<file path="src/rtl/seq_detect_prog.sv">
// seq_detect_prog: programmable sequence-detecting state machine.
//
// The FSM steps through DEPTH programmable per-step conditions evaluated on in_vec_i.
// It reports an in-progress sequence (busy_o), holds a "found" state while the final
// condition keeps holding (found_o), pulses match_o on entry to the found state, and keeps
// a saturating count of matches.
//
// The reset program is XOR, AND, OR, OR, ... With W=2 and DEPTH=3 this reproduces the
// classic two-input Moore detector: XOR, then AND, then OR-hold.
//
// Ports:
//   clk          rising-edge clock
//   reset        synchronous, active-high reset
//   en_i         sample enable; the FSM only moves on enabled cycles
//   in_vec_i     W-bit input vector
//   cfg_we_i     write one step's condition; forces the FSM back to step 0
//   cfg_addr_i   step index to write; indices >= DEPTH are ignored
//   cfg_op_i     00 XOR-reduce, 01 AND-reduce, 10 OR-reduce, 11 NOR-reduce
//   overlap_i    1: a failing step re-evaluates step 0 in the same cycle
//   cnt_clr_i    synchronous clear of match_cnt_o; wins over an increment
//   busy_o       state in 1..DEPTH-1
//   found_o      state == DEPTH
//   match_o      registered one-cycle pulse on entry to DEPTH
//   match_cnt_o  saturating match count
//   state_o      current state index, for debug
module seq_detect_prog #(
  parameter int unsigned W     = 2,
  parameter int unsigned DEPTH = 3,
  parameter int unsigned CNTW  = 8,
  localparam int unsigned AW   = $clog2(DEPTH),
  localparam int unsigned SW   = $clog2(DEPTH + 1)
) (
  input  logic            clk,
  input  logic            reset,
  input  logic            en_i,
  input  logic [W-1:0]    in_vec_i,
  input  logic            cfg_we_i,
  input  logic [AW-1:0]   cfg_addr_i,
  input  logic [1:0]      cfg_op_i,
  input  logic            overlap_i,
  input  logic            cnt_clr_i,
  output logic            busy_o,
  output logic            found_o,
  output logic            match_o,
  output logic [CNTW-1:0] match_cnt_o,
  output logic [SW-1:0]   state_o
);

  typedef enum logic [1:0] {
    OpXor = 2'b00,
    OpAnd = 2'b01,
    OpOr  = 2'b10,
    OpNor = 2'b11
  } op_e;

  localparam logic [SW-1:0] LastState = SW'(DEPTH);

  // Programmed conditions
  op_e cfg_q [DEPTH];
  op_e cfg_d [DEPTH];

  logic [SW-1:0]   s_q, s_d;
  logic            match_q, match_d;
  logic [CNTW-1:0] cnt_q, cnt_d;

  logic             cfg_wr;
  logic [DEPTH-1:0] cond;
  logic             cur_cond;
  logic             at_end;
  logic [SW-1:0]    fail_state;

  // Out-of-range addresses make the whole write a no-op, including the FSM restart.
  assign cfg_wr = cfg_we_i && (32'(cfg_addr_i) < DEPTH);
  assign at_end = (s_q == LastState);

  // Per-step condition on the current input
  always_comb begin
    cond = '0;
    for (int k = 0; k < int'(DEPTH); k++) begin
      unique case (cfg_q[k])
        OpXor:   cond[k] = ^in_vec_i;
        OpAnd:   cond[k] = &in_vec_i;
        OpOr:    cond[k] = |in_vec_i;
        OpNor:   cond[k] = ~|in_vec_i;
        default: cond[k] = 1'b0;
      endcase
    end
  end

  // The found state keeps checking the last step's condition (hold mode).
  always_comb begin
    cur_cond = cond[DEPTH-1];
    for (int k = 0; k < int'(DEPTH); k++) begin
      if (s_q == SW'(k)) begin
        cur_cond = cond[k];
      end
    end
  end

  // With overlap, the failing sample may itself start a new sequence.
  assign fail_state = (overlap_i && cond[0]) ? SW'(1) : '0;

  // Next-state and match pulse
  always_comb begin
    s_d     = s_q;
    match_d = 1'b0;
    if (cfg_wr) begin
      s_d = '0;
    end else if (en_i) begin
      if (cur_cond) begin
        s_d = at_end ? s_q : s_q + SW'(1);
      end else begin
        s_d = fail_state;
      end
      match_d = (s_d == LastState) && !at_end;
    end
  end

  // Configuration store
  always_comb begin
    cfg_d = cfg_q;
    if (cfg_wr) begin
      for (int k = 0; k < int'(DEPTH); k++) begin
        if (32'(cfg_addr_i) == 32'(k)) begin
          cfg_d[k] = op_e'(cfg_op_i);
        end
      end
    end
  end

  // Saturating match counter; clear beats increment
  always_comb begin
    cnt_d = cnt_q;
    if (cnt_clr_i) begin
      cnt_d = '0;
    end else if (match_q && (cnt_q != {CNTW{1'b1}})) begin
      cnt_d = cnt_q + CNTW'(1);
    end
  end

  always_ff @(posedge clk) begin
    if (reset) begin
      s_q     <= '0;
      match_q <= 1'b0;
      cnt_q   <= '0;
      for (int k = 0; k < int'(DEPTH); k++) begin
        cfg_q[k] <= (k == 0) ? OpXor : ((k == 1) ? OpAnd : OpOr);
      end
    end else begin
      s_q     <= s_d;
      match_q <= match_d;
      cnt_q   <= cnt_d;
      cfg_q   <= cfg_d;
    end
  end

  // Moore outputs from registered state only
  assign busy_o      = (s_q != '0) && !at_end;
  assign found_o     = at_end;
  assign match_o     = match_q;
  assign match_cnt_o = cnt_q;
  assign state_o     = s_q;

endmodule
</file>
<file path="config.mk">
export PLATFORM = sky130hd
export DESIGN_NAME = seq_detect_prog
export DESIGN_NICKNAME = d
export VERILOG_FILES = /design/src/rtl/seq_detect_prog.sv
export SDC_FILE = /design/constraint.sdc
export NUM_CORES = 1
export LEC_CHECK = 0
export CORE_UTILIZATION = 51
export DETAILED_ROUTE_END_ITERATION = 12
export PLACE_DENSITY = 0.92
export RECOVER_POWER = 25
export SLEW_MARGIN = 20
export SYNTH_ARGS = -nofsm -noshare
export SYNTH_HDL_FRONTEND = slang
export SYNTH_SLANG_ARGS = --single-unit
</file>
<file path="constraint.sdc">
create_clock -name clk -period 4.2 [get_ports clk]
set_input_delay 0.63 -clock clk [delete_from_list [all_inputs] [get_ports clk]]
set_output_delay 0.63 -clock clk [all_outputs]
set_load 0.02 [all_outputs]
</file>
==> summary.md <==
| Metric | Value |
|---|---|
| Status | complete, no violations |
| Layout area overhead | 29.9% |
| Synthesized Nets | 129 |
| Cell Area, Synth | 982 um^2 |
| Clk root buf | clkbuf_4 |
| Resize count post-CTS | 0 |
| Hold Crit Class | reg -> reg |
| Critical Path RT | approximately 3600 ps |
| Power per cell area | 250 nW/um^2 |
| Post-CTS Hold Fix Bufs | 0 |
| Layout cells sized above 1 | 8.03% |
| Vias post-DR | 849 |
| Switching portion of total power | roughly a quarter |
| Non-filler instance count after layout | approximately 160 |
| Antenna-violating nets left | 0 |
| Crit path largest cell delay | 590 ps |
| Core area | 1760 um^2 |
| Crit path capture type | output pin |
| CTS tree | built |
| Worst-case reg-to-reg path depth | 6 |
| Max H-tree Level | 1 |
| Combinational share of power | 19.8% |
| Period utilisation layout | roughly 54% |
| Total of max-cap violations | 0 |
| Final setup margin | 1910 ps |
| Via density per instance | 5.24 |
| FILL cells | 139 |
| Sequential fraction of the synthesis area | 34.6% |
| Detailed Routing Iterations Pass 1 | 4 |
| Die Ht | 45.9 um |
| Initial core utilization | 55.7% |
| Final Max Tran Viols | 0 |
| Synth Flop Type | dfxtp_1 |
| Total GRT Usage | 19.8% |
| Crit path kind | reg -> out |
| Post-layout util | 72.3% |
| ANT cells | 0 |
| Crit-path slowest cell | clkdlybuf4s50_1 |
| CP cell instances | inv_1 > ha_1 > clkdlybuf4s50_1 |
| # IOs | 25 |
| Met3 WL post-DR | 74 um |
| Clock Skew | slightly above 4 ps |
| HPWL after DPL | 1490 um |
| Hold Fails Final Rpt | 0 |
| Global-route wire length before repair | 3040 um |
| Metal-1 WL | between 700 and 800 um |
| Clock Power Share | around 28% |
| RePlAce Congestion | 0.857 |
| Met2 wire len | 931 um |
| F_max | 0.437 GHz |
| VDD IR-drop max | 0.250 mV |
| Drt wl/cell | 11.2 um |
| Number of synthesized flops with an enable pin | 0 |
| RSZ-0062 raised after global routing | false |
| # setup viols final | 0 |
| Die Width | 45.9 um |
| Vias in the first global route | 746 |
| #FFs+latches synth | 17 |
| Gr ovfl total | 0 |
| Total die area | roughly 2100 um^2 |
| Syn Inst Count | 110 |
| Reg-to-reg startpoint | match_cnt_o[0] |
| Worst-Margin Slew | 412 ps |
| Hold path depth | 2 |
| IO Port Bufs | 24 |
| Num rows | 15 |
| Initial antenna violation count | 0 |
| Tmin final | 2290 ps |
| Largest net degree at the start of global routing | 10 |
| Final Power | ~0.32 mW |
| Leakage | 0.501 nW |
| Syn. warnings | 0 |
| Distinct cells, synth | 37 |
| Synth top cells by count | dfxtp_1, nor2_1, inv_1 |
| Nets | around 160 |
| Clk slew on worst S/H paths | 100 ps |
| Share of the synthesized area in the top cell type | between 30% and 40% |
| Postcts setup bufs | 0 |
| Post-Place Cells | about 160 |
| Detailed-route wire length | 1820 um |
| Slew Limit Headroom | 72.6% |
| Max FO, Critical Path | 5 |
| Crit path to | busy_o |
| Synth area leaders | dfxtp_1, ha_1, nor2_1 |
| Synth Area per Inst | 8.93 um^2 |
| Synth area leader | dfxtp_1 |
| CTS buffer count | 3 |
| Top Layer Used | met4 |
| Startpoint types | register |
| Pre-CTS setup slack | between 1500 and 2000 ps |
| Seq pwr share | a little over half |
| Reg2reg end | match_cnt_o[4] |
| Critical path startpoint | state_o[1] |
| Setup TNS | 0 ps |
| Critical path arrival | approximately 1700 ps |
| Residual DRC | 0 |
| R2r setup slk | 2680 ps |
| Clock latency on the worst-skew pair | roughly 290 ps |
| P_int | between 0.2 and 0.25 mW |
| Switching power | around 0.084 mW |
| Iter 0 DRT Violations | 20 |
| Post-Layout Inst Area | 1280 um^2 |
| Sink Count | 17 |
| Clock tree buffer depth | 2 |
| Worst hold slack | 540 ps |
| Synth async-reset ratio | 0% |
| Cell area after placement | 1250 um^2 |
## layer usage
layer,up-vias,GRT usage [%]
met2,24,34.1
li1,437,-
met5,-,0
met1,386,23.6
met4,0,8.24
met3,2,3.97
## cell usage in the layout (no fill, tap or decap), drive strengths merged, types with 2 or more instances in the layout
master         synthesis  layout
dfxtp                 17      17
inv                    8       8
clkbuf                 1       4
dlygate4sd3            0       2
nor2b                  5       5
mux2i                  6       6
nor3                   4       4
xnor2                  5       5
o21ai                  7       7
nor3b                  2       2
nor2                  17      17
a21oi                  2       2
ha                     7       7
nand3b                 2       2
nand2                  5       5
nand2b                 2       2
clkdlybuf4s50          0      22
nand3                  4       4
## kinds of logic after synthesis
family	synth area share, %
AO/OA/AOI/OAI	13.4
AND/OR/NAND/NOR	28.2
flip-flops	34.7
XOR/XNOR	5.35
multiplexers	6.11
buffers and inverters	3.44
adder cells (fa/ha/maj)	8.92
## power by group through the flow
stage	Sequential [mW]	Combinational, mW	Clock [mW]
after floorplan	0.173	0.0392	0
after global placement	0.172	0.0620	0
after detailed placement	0.172	0.0639	0
after CTS	0.168	0.0640	0.0907
after global routing	0.169	0.0700	0.0962
final	0.168	0.0634	0.0880
## worst min path at each step
stage             start        to  slack (ps)
3_5_place_dp   cfg_q[2]  cfg_q[2]         520
2_1_floorplan  cfg_q[2]  cfg_q[2]         470
5_1_grt        cfg_q[2]  cfg_q[2]         580
6_report       cfg_q[2]  cfg_q[2]         540
4_1_cts        cfg_q[2]  cfg_q[2]         550
3_3_place_gp   cfg_q[2]  cfg_q[2]         510
## critical path, delay by kind of cell (launching register included)
kind       cells  cell delay (ps)
fa+ha+maj      1              270
flops          1              420
buf+inv        2              670
## flip-flops by register name, indices dropped and copies added, names as in the netlist
name,flops
match_o,1
cfg_q,6
state_o,2
match_cnt_o,8
## cell type report
class,count,area (um^2),share of cell area (%)
clock buffer,4,26.3,2.06
inverter,8,30.0,2.35
multi-input combinational,84,608,47.6
sequential,17,340,26.7
tap,25,31.3,2.45
timing repair buffer,24,240,18.8
Power figures use the tool's default switching activity.
